$ cat src/rtl/gyro_spi_pkg.sv
// gyro_spi_pkg: definitions shared by the gyro SPI responder and its helpers.
//   DEFAULT_ADDR_W / DEFAULT_DATA_W : default register address / data widths
//   SPI_RW_READ                     : value of the R/W command bit for a read
//   spi_resp_state_t                : responder FSM state encoding
package gyro_spi_pkg;

    localparam int unsigned DEFAULT_ADDR_W = 7;
    localparam int unsigned DEFAULT_DATA_W = 16;

    localparam logic SPI_RW_READ = 1'b1;

    typedef enum logic [2:0] {
        IDLE,
        CMD,
        RD_FETCH,
        RD_DATA,
        WR_DATA,
        DONE
    } spi_resp_state_t;

endpackage

$ cat src/rtl/gyro_spi_sync_edge.sv
// gyro_spi_sync_edge: SYNC_STAGES-deep synchroniser plus rise/fall detector
// for one asynchronous input. SYNC_STAGES must be 2 or 3.
//   clk, rst  : local clock, synchronous active-high reset
//   async_in  : asynchronous input
//   sync_out  : synchronised level
//   rise/fall : one-clk pulses on synchronised 0->1 / 1->0 transitions
module gyro_spi_sync_edge #(
    parameter int unsigned SYNC_STAGES = 2
) (
    input  logic clk,
    input  logic rst,
    input  logic async_in,
    output logic sync_out,
    output logic rise,
    output logic fall
);

    logic [SYNC_STAGES-1:0] sync_q;
    logic                   prev_q;

    always_ff @(posedge clk) begin
        if (rst) begin
            sync_q <= '0;
            prev_q <= 1'b0;
        end else begin
            sync_q <= {sync_q[SYNC_STAGES-2:0], async_in};
            prev_q <= sync_q[SYNC_STAGES-1];
        end
    end

    assign sync_out = sync_q[SYNC_STAGES-1];
    assign rise     = sync_out & ~prev_q;
    assign fall     = ~sync_out & prev_q;

endmodule

$ cat src/rtl/gyro_spi_responder.sv
// gyro_spi_responder: device-side 3-wire SPI (mode 0) responder that decodes
// read/write frames {R/W, addr[ADDR_W], data[DATA_W]} MSB first and accesses
// a register space through a single-cycle register port.
// Optional feature: define SPI_RESP_AUTOINC_EN for burst mode (address
// auto-increment, wrapping, one strobe per data word while CS stays low).
//   clk, rst          : clock, synchronous active-high reset
//   spi_sck, spi_cs   : SPI clock / active-low chip select (asynchronous)
//   spi_d_i           : SPI_D pad input
//   spi_d_o, spi_d_oe : SPI_D pad output value / output enable
//   reg_addr          : register address, valid with reg_we / reg_re
//   reg_wdata, reg_we : write data and one-cycle write strobe
//   reg_re, reg_rdata : one-cycle read strobe; read data sampled 1 clk later
//   frame_err         : one-cycle pulse when CS deasserts mid-frame
module gyro_spi_responder
    import gyro_spi_pkg::*;
#(
    parameter int unsigned ADDR_W      = DEFAULT_ADDR_W,
    parameter int unsigned DATA_W      = DEFAULT_DATA_W,
    parameter int unsigned SYNC_STAGES = 2
) (
    input  logic              clk,
    input  logic              rst,
    input  logic              spi_sck,
    input  logic              spi_cs,
    input  logic              spi_d_i,
    output logic              spi_d_o,
    output logic              spi_d_oe,
    output logic [ADDR_W-1:0] reg_addr,
    output logic [DATA_W-1:0] reg_wdata,
    output logic              reg_we,
    output logic              reg_re,
    input  logic [DATA_W-1:0] reg_rdata,
    output logic              frame_err
);

`ifdef SPI_RESP_AUTOINC_EN
    localparam bit AUTOINC = 1'b1;
`else
    localparam bit AUTOINC = 1'b0;
`endif

    localparam int unsigned CNT_MAX = (DATA_W > ADDR_W) ? DATA_W : ADDR_W;
    localparam int unsigned CNT_W   = $clog2(CNT_MAX + 1);

    logic sck_s, sck_rise, sck_fall;
    logic cs_s, cs_rise_unused, cs_fall_unused;
    logic d_s, d_rise_unused, d_fall_unused;

    gyro_spi_sync_edge #(.SYNC_STAGES(SYNC_STAGES)) u_sync_sck (
        .clk(clk), .rst(rst), .async_in(spi_sck),
        .sync_out(sck_s), .rise(sck_rise), .fall(sck_fall)
    );
    gyro_spi_sync_edge #(.SYNC_STAGES(SYNC_STAGES)) u_sync_cs (
        .clk(clk), .rst(rst), .async_in(spi_cs),
        .sync_out(cs_s), .rise(cs_rise_unused), .fall(cs_fall_unused)
    );
    gyro_spi_sync_edge #(.SYNC_STAGES(SYNC_STAGES)) u_sync_d (
        .clk(clk), .rst(rst), .async_in(spi_d_i),
        .sync_out(d_s), .rise(d_rise_unused), .fall(d_fall_unused)
    );

    spi_resp_state_t   state, next_state;
    logic [CNT_W-1:0]  bit_cnt;
    logic [ADDR_W-1:0] cmd_sr;
    logic [DATA_W-1:0] rx_sr, tx_sr;
    logic              cs_armed;   // CS seen high since reset
    logic              burst_q;    // at least one word of this frame complete
    logic              frame_abort;
    logic              cmd_last, data_last, rd_done, word_gap;

    assign cmd_last  = sck_rise && (bit_cnt == CNT_W'(ADDR_W));
    assign data_last = sck_rise && (bit_cnt == CNT_W'(DATA_W - 1));
    // Read word ends on the fall after the last rise, so the master keeps
    // the final bit for its whole high phase.
    assign rd_done   = sck_fall && (bit_cnt == CNT_W'(DATA_W));
    // CS rising between burst words is a clean end of frame, not an abort.
    assign word_gap  = burst_q && (bit_cnt == '0);

    always_ff @(posedge clk) begin
        if (rst) state <= IDLE;
        else     state <= next_state;
    end

    always_comb begin
        next_state  = state;
        frame_abort = 1'b0;
        case (state)
            IDLE: if (!cs_s && cs_armed) next_state = CMD;
            CMD: begin
                if (cs_s) begin
                    next_state  = IDLE;
                    frame_abort = 1'b1;
                end else if (cmd_last) begin
                    next_state = (cmd_sr[ADDR_W-1] == SPI_RW_READ) ? RD_FETCH : WR_DATA;
                end
            end
            RD_FETCH: begin
                if (cs_s) begin
                    next_state  = IDLE;
                    frame_abort = !word_gap;
                end else begin
                    next_state = RD_DATA;
                end
            end
            RD_DATA: begin
                if (cs_s) begin
                    next_state  = IDLE;
                    frame_abort = !word_gap;
                end else if (rd_done) begin
                    next_state = AUTOINC ? RD_FETCH : DONE;
                end
            end
            WR_DATA: begin
                // Final rise wins over a simultaneous CS deassertion.
                if (data_last) begin
                    next_state = (AUTOINC && !cs_s) ? WR_DATA : DONE;
                end else if (cs_s) begin
                    next_state  = IDLE;
                    frame_abort = !word_gap;
                end
            end
            DONE: if (cs_s) next_state = IDLE;
            default: next_state = IDLE;
        endcase
    end

    always_ff @(posedge clk) begin
        if (rst) begin
            bit_cnt   <= '0;
            cmd_sr    <= '0;
            rx_sr     <= '0;
            tx_sr     <= '0;
            reg_addr  <= '0;
            reg_wdata <= '0;
            reg_we    <= 1'b0;
            reg_re    <= 1'b0;
            frame_err <= 1'b0;
            cs_armed  <= 1'b0;
            burst_q   <= 1'b0;
        end else begin
            reg_we    <= 1'b0;
            reg_re    <= 1'b0;
            frame_err <= frame_abort;
            if (cs_s) cs_armed <= 1'b1;
            // Step the write address once the strobe for the current word is out.
            if (AUTOINC && reg_we) reg_addr <= reg_addr + 1'b1;
            case (state)
                IDLE: begin
                    bit_cnt <= '0;
                    burst_q <= 1'b0;
                end
                CMD: begin
                    if (sck_rise) begin
                        cmd_sr  <= {cmd_sr[ADDR_W-2:0], d_s};
                        bit_cnt <= bit_cnt + 1'b1;
                        if (cmd_last) begin
                            bit_cnt  <= '0;
                            reg_addr <= {cmd_sr[ADDR_W-2:0], d_s};
                            reg_re   <= (next_state == RD_FETCH);
                        end
                    end
                end
                RD_FETCH: tx_sr <= reg_rdata;
                RD_DATA: begin
                    if (sck_rise) begin
                        bit_cnt <= bit_cnt + 1'b1;
                    end else if (rd_done) begin
                        bit_cnt <= '0;
                        if (next_state == RD_FETCH) begin
                            reg_addr <= reg_addr + 1'b1;
                            reg_re   <= 1'b1;
                            burst_q  <= 1'b1;
                        end
                    end else if (sck_fall && bit_cnt != '0) begin
                        // The fall before the first data rise must not shift:
                        // the MSB is presented from entry.
                        tx_sr <= {tx_sr[DATA_W-2:0], 1'b0};
                    end
                end
                WR_DATA: begin
                    if (sck_rise) begin
                        rx_sr   <= {rx_sr[DATA_W-2:0], d_s};
                        bit_cnt <= bit_cnt + 1'b1;
                        if (data_last) begin
                            bit_cnt   <= '0;
                            reg_wdata <= {rx_sr[DATA_W-2:0], d_s};
                            reg_we    <= 1'b1;
                            burst_q   <= AUTOINC;
                        end
                    end
                end
                default: ;
            endcase
        end
    end

    assign spi_d_oe = (state == RD_DATA);
    assign spi_d_o  = spi_d_oe & tx_sr[DATA_W-1];

endmodule

$ cat config.mk
export PLATFORM = sky130hd
export DESIGN_NAME = gyro_spi_responder
export DESIGN_NICKNAME = d
export VERILOG_FILES = /design/src/rtl/gyro_spi_pkg.sv /design/src/rtl/gyro_spi_sync_edge.sv /design/src/rtl/gyro_spi_responder.sv
export SDC_FILE = /design/constraint.sdc
export NUM_CORES = 1
export LEC_CHECK = 0
export CORE_ASPECT_RATIO = 0.8
export CORE_UTILIZATION = 40
export CTS_BUF_LIST = sky130_fd_sc_hd__clkbuf_4 sky130_fd_sc_hd__clkbuf_8
export DETAILED_ROUTE_END_ITERATION = 8
export DONT_BUFFER_PORTS = 1
export GPL_TIMING_DRIVEN = 0
export PLACE_DENSITY = 0.51
export SYNTH_ARGS = -nofsm -noshare
export SYNTH_HDL_FRONTEND = slang
export SYNTH_SLANG_ARGS = --single-unit
$ cat constraint.sdc
create_clock -name clk -period 2 [get_ports clk]
set_input_delay 0.2 -clock clk [delete_from_list [all_inputs] [get_ports clk]]
set_output_delay 0.2 -clock clk [all_outputs]
set_load 0.005 [all_outputs]
==> flow_summary.html <==
<table>
<tr><th>Metric</th><th>Value</th></tr>
<tr><th colspan="2">Outcome</th></tr>
<tr><td>Result of the run</td><td>finished, final reports clean</td></tr>
<tr><th colspan="2">Pwr</th></tr>
<tr><td>Ratio of total power to cell area</td><td>753 nW/um^2</td></tr>
<tr><td>Highest ir drop seen on vdd</td><td>approximately 0.48 mV</td></tr>
<tr><td>Clock share of power</td><td>0.405</td></tr>
<tr><td>Net switching share of the total power</td><td>0.221</td></tr>
<tr><td>Power spent charging and discharging nets</td><td>0.000647 W</td></tr>
<tr><td>P_leak</td><td>1.31 nW</td></tr>
<tr><td>Sequential share of power</td><td>0.556</td></tr>
<tr><td>Combinational power share</td><td>0.039</td></tr>
<tr><td>Internal Dissipation</td><td>between 0.002 and 0.0025 W</td></tr>
<tr><th colspan="2">Place</th></tr>
<tr><td>Dpl hpwl</td><td>about 5400 microns</td></tr>
<tr><td>Placed inst area</td><td>approximately 3500 sq um</td></tr>
<tr><td>Number of buffer cells added on primary ports</td><td>0</td></tr>
<tr><td>RePlAce Congestion</td><td>0.800</td></tr>
<tr><th colspan="2">Synthesis</th></tr>
<tr><td>Yosys Warn Count</td><td>0</td></tr>
<tr><td>Synthesized net count</td><td>approximately 430</td></tr>
<tr><td>Post-synthesis sequential element count</td><td>81</td></tr>
<tr><td>Most frequently used cell type in the post-synthesis netlist</td><td>nand2_1</td></tr>
<tr><td>Flip-flop cell with the highest count after synthesis</td><td>dfxtp_1</td></tr>
<tr><td>Synth unique cells</td><td>44</td></tr>
<tr><td>EDFF count, synth</td><td>0</td></tr>
<tr><td>Synth top area share</td><td>0.484</td></tr>
<tr><td>Post-synthesis sequential area ratio</td><td>0.484</td></tr>
<tr><td>Mean instance size in the synthesized netlist</td><td>between 8 and 9 sq um</td></tr>
<tr><td>Leading cell types by total area after synthesis</td><td>dfxtp_1, nand2_1, a21oi_1</td></tr>
<tr><td>Number of cells produced by synthesis</td><td>403</td></tr>
<tr><td>Most used standard cells in the synthesized netlist</td><td>nand2_1, dfxtp_1, nor2_1</td></tr>
<tr><td>Post-synth design cell area</td><td>approximately 3400 sq um</td></tr>
<tr><td>Library cell with the largest summed area after synthesis</td><td>dfxtp_1</td></tr>
<tr><td>Post-synthesis async set-or-reset flop share</td><td>0</td></tr>
<tr><th colspan="2">Route</th></tr>
<tr><td>Number of design-rule violations left by the first detailed-router iteration</td><td>149</td></tr>
<tr><td>Detailed-router iteration count before antenna repair</td><td>4</td></tr>
<tr><td>DRC errors left</td><td>0</td></tr>
<tr><td>Total wirelength of the detailed-routed design</td><td>between 7000 and 8000 microns</td></tr>
<tr><td>Avg WL per Cell</td><td>~14 microns</td></tr>
<tr><td>Antenna Violating Nets Remaining</td><td>0</td></tr>
<tr><td>Average via count per standard cell</td><td>~5.2</td></tr>
<tr><td>Via count</td><td>roughly 2,800</td></tr>
<tr><th colspan="2">Cells and area</th></tr>
<tr><td>Fraction of final layout cells with drive strength greater than 1</td><td>0.108</td></tr>
<tr><td>Area growth from synthesis to final layout</td><td>15.8%</td></tr>
<tr><td>Final core occ</td><td>0.484</td></tr>
<tr><td>Final instance area</td><td>3880 sq um</td></tr>
<tr><td>Fillers</td><td>793</td></tr>
<tr><td>Register cell area after layout</td><td>about 1600 sq um</td></tr>
<tr><td>Layout Nets</td><td>approximately 460</td></tr>
<tr><td>Multi-input gate area in the final layout</td><td>~1600 sq um</td></tr>
<tr><td>Number of antenna repair diodes</td><td>0</td></tr>
<tr><th colspan="2">Clock tree</th></tr>
<tr><td>Clock buffer count from CTS</td><td>9</td></tr>
<tr><td>Number of buffers between clock root and the deepest sink</td><td>2</td></tr>
<tr><td>CTS tree</td><td>built</td></tr>
<tr><td>Clock slew at reported path FFs</td><td>80 ps</td></tr>
<tr><td>CTS Sinks</td><td>approximately 80</td></tr>
<tr><td>Clock latency of the later-clocked register in the worst-skew pair</td><td>between 300 and 400 ps</td></tr>
<tr><td>Root cell of the clock tree</td><td>clkbuf_8</td></tr>
<tr><td>H-Tree Depth</td><td>3</td></tr>
<tr><th colspan="2">Critical path</th></tr>
<tr><td>Critical Path Source Type</td><td>flop</td></tr>
<tr><td>Data required time at the worst endpoint</td><td>2220 ps</td></tr>
<tr><td>Delay of the slowest cell on the worst path</td><td>between 300 and 400 ps</td></tr>
<tr><td>Worst-path maximum fanout</td><td>10</td></tr>
<tr><td>Category of the most critical setup path</td><td>flop to flop</td></tr>
<tr><td>CP Data Arrival Time</td><td>~2100 ps</td></tr>
<tr><td>Ordered list of cells on the worst path</td><td>inv_1 -&gt; ha_1 -&gt; nor3b_2 -&gt; nand2b_1 -&gt; a21boi_2 -&gt; buf_4 -&gt; clkbuf_2 -&gt; a311oi_1</td></tr>
<tr><td>Crit end category</td><td>flop</td></tr>
<tr><td>Cell with the biggest individual delay on the critical path</td><td>dfxtp_1</td></tr>
<tr><th colspan="2">Min path</th></tr>
<tr><td>Type of the tightest min-delay check</td><td>primary input to flop</td></tr>
<tr><th colspan="2">STA</th></tr>
<tr><td>Fmax</td><td>537 MHz</td></tr>
<tr><td>Total negative slack for setup checks</td><td>0 ps</td></tr>
<tr><td>Clock Skews</td><td>10.3 ps</td></tr>
<tr><td>Shortest clock period the worst path allows after layout</td><td>between 1500 and 2000 ps</td></tr>
<tr><td>Final number of hold-violating endpoints</td><td>0</td></tr>
<tr><td>Unrepaired setup endpoints after global routing</td><td>true</td></tr>
<tr><td>Transition time of the tightest slew-check pin</td><td>about 620 ps</td></tr>
<tr><td>Headroom to the max-slew limit</td><td>0.587</td></tr>
<tr><td>Portion of the clock cycle consumed by the worst path in the final layout</td><td>0.932</td></tr>
<tr><td>Final number of max-transition violations</td><td>0</td></tr>
<tr><td>Setup-violating endpoint count in the final report</td><td>0</td></tr>
<tr><th colspan="2">Floorplanning</th></tr>
<tr><td>Starting utilization of the core area</td><td>0.418</td></tr>
<tr><td>Count of boundary I/O pins</td><td>49</td></tr>
<tr><td>Die outline area</td><td>just under 9000 sq um</td></tr>
<tr><td>Core region area</td><td>8020 sq um</td></tr>
<tr><td>Overall die width</td><td>about 100 microns</td></tr>
<tr><td>Die Y</td><td>83.9 microns</td></tr>
<tr><td>Num rows</td><td>29</td></tr>
<tr><th colspan="2">Global routing</th></tr>
<tr><td>GR Overflow Total</td><td>0</td></tr>
<tr><td>Maximum number of pins on one net before global-route repair</td><td>13</td></tr>
<tr><td>Initial antenna violation count</td><td>0</td></tr>
<tr><td>First-pass GRT wire length</td><td>13,200 microns</td></tr>
<tr><td>GRT Util Overall</td><td>0.192</td></tr>
<tr><td>Via count of the first global-routing pass</td><td>~2,600</td></tr>
<tr><th colspan="2">Job</th></tr>
<tr><td>Number of maximum-capacitance constraint violations</td><td>0</td></tr>
</table>
path summary, 6_finish.rpt:
kind                              startpoint                         endpoint  slack [ps]  depth (start not counted)
max                  bit_cnt[0]$_SDFFE_PP0P_           tx_sr[14]$_SDFFE_PP0P_         140                          8
min reg2reg  u_sync_sck.sync_q[0]$_SDFF_PP0_  u_sync_sck.sync_q[1]$_SDFF_PP0_         440                          1
min                             reg_rdata[8]            tx_sr[8]$_SDFFE_PP0P_          20                          2
max reg2reg          bit_cnt[0]$_SDFFE_PP0P_           tx_sr[14]$_SDFFE_PP0P_         140                          8
through the flow:
step | instances | total power, W | setup WS, ps | hold slack, ps
6_report | 543 | 0.00293 | 137 | 18.0
5_1_grt | 543 | 0.00305 | -3.50 | 18.4
4_1_cts | 541 | 0.00296 | 49.9 | 1.00
3_5_place_dp | 511 | 0.00175 | 61.5 | 334
3_3_place_gp | 511 | 0.00175 | 86.6 | 332
2_1_floorplan | 403 | 0.00173 | 404 | 328
power groups by stage:
stage | sequential (W) | clock, W | combinational (W)
after floorplan | 0.00166 | 0 | 0.0000633
after global placement | 0.00166 | 0 | 0.0000859
after detailed placement | 0.00166 | 0 | 0.0000850
after CTS | 0.00163 | 0.00122 | 0.000111
after global routing | 0.00163 | 0.00130 | 0.000125
final | 0.00163 | 0.00118 | 0.000114
cell type report:
type | instances | area share
flip-flops and latches | 81 | 0.418
clock buffers | 11 | 0.0374
inverters | 6 | 0.00580
multi-input cells | 289 | 0.410
clock inverters | 3 | 0.0110
plain buffers | 27 | 0.0380
repair buffers | 18 | 0.0458
well taps | 108 | 0.0348
layout by cell type (no fill, tap or decap), drive strengths merged, types with 8 or more instances in the layout:
cell type      n
a21oi         39
a311oi        17
buf           15
clkbuf        24
dfxtp         81
dlygate4sd3   17
mux2i          8
nand2        105
nand2b         8
nor2          45
nor2b         10
worst max-delay path: cells and delay by family, from the launching register on:
kind	cells	cell delay, ps
buffers and inverters	3	430
adder cells (fa/ha/maj)	1	200
AO/OA/AOI/OAI	2	340
AND/OR/NAND/NOR	2	370
flip-flops	1	390
per-layer routing:
layer	vias to the layer above	wire, microns	track usage
met4	0	107	0.0701
met5	-	0	0
met1	1306	4150	0.279
met2	67	3120	0.262
met3	11	477	0.0609
li1	1417	-	-
cell families after synthesis:
group                      synth area share
DFF                                   0.484
AOI/OAI and AO/OA                     0.157
muxes                                0.0239
and+or+nand+nor                       0.272
adders and majority gates            0.0149
buffers and inverters                0.0481
repair_timing:
action,CTS,global route
hold endpoints to repair,16,1
pin swaps,0,1
gates resized for setup,1,11
hold buffers,16,1
setup buffers,0,1
endpoints found under the setup margin,1,21
registers in the layout, indices dropped and copies added, names as in the netlist:
signal             count
state                  3
bit_cnt                5
tx_sr                 16
rx_sr                 15
reg_wdata             16
u_sync_sck.prev_q      1
burst_q                1
cmd_sr                 7
frame_err              1
reg_re                 1
reg_addr               7
reg_we                 1
cs_armed               1
u_sync_cs.sync_q       2
u_sync_d.sync_q        2
u_sync_sck.sync_q      2
Note: power is estimated with default switching activity, not from simulation.
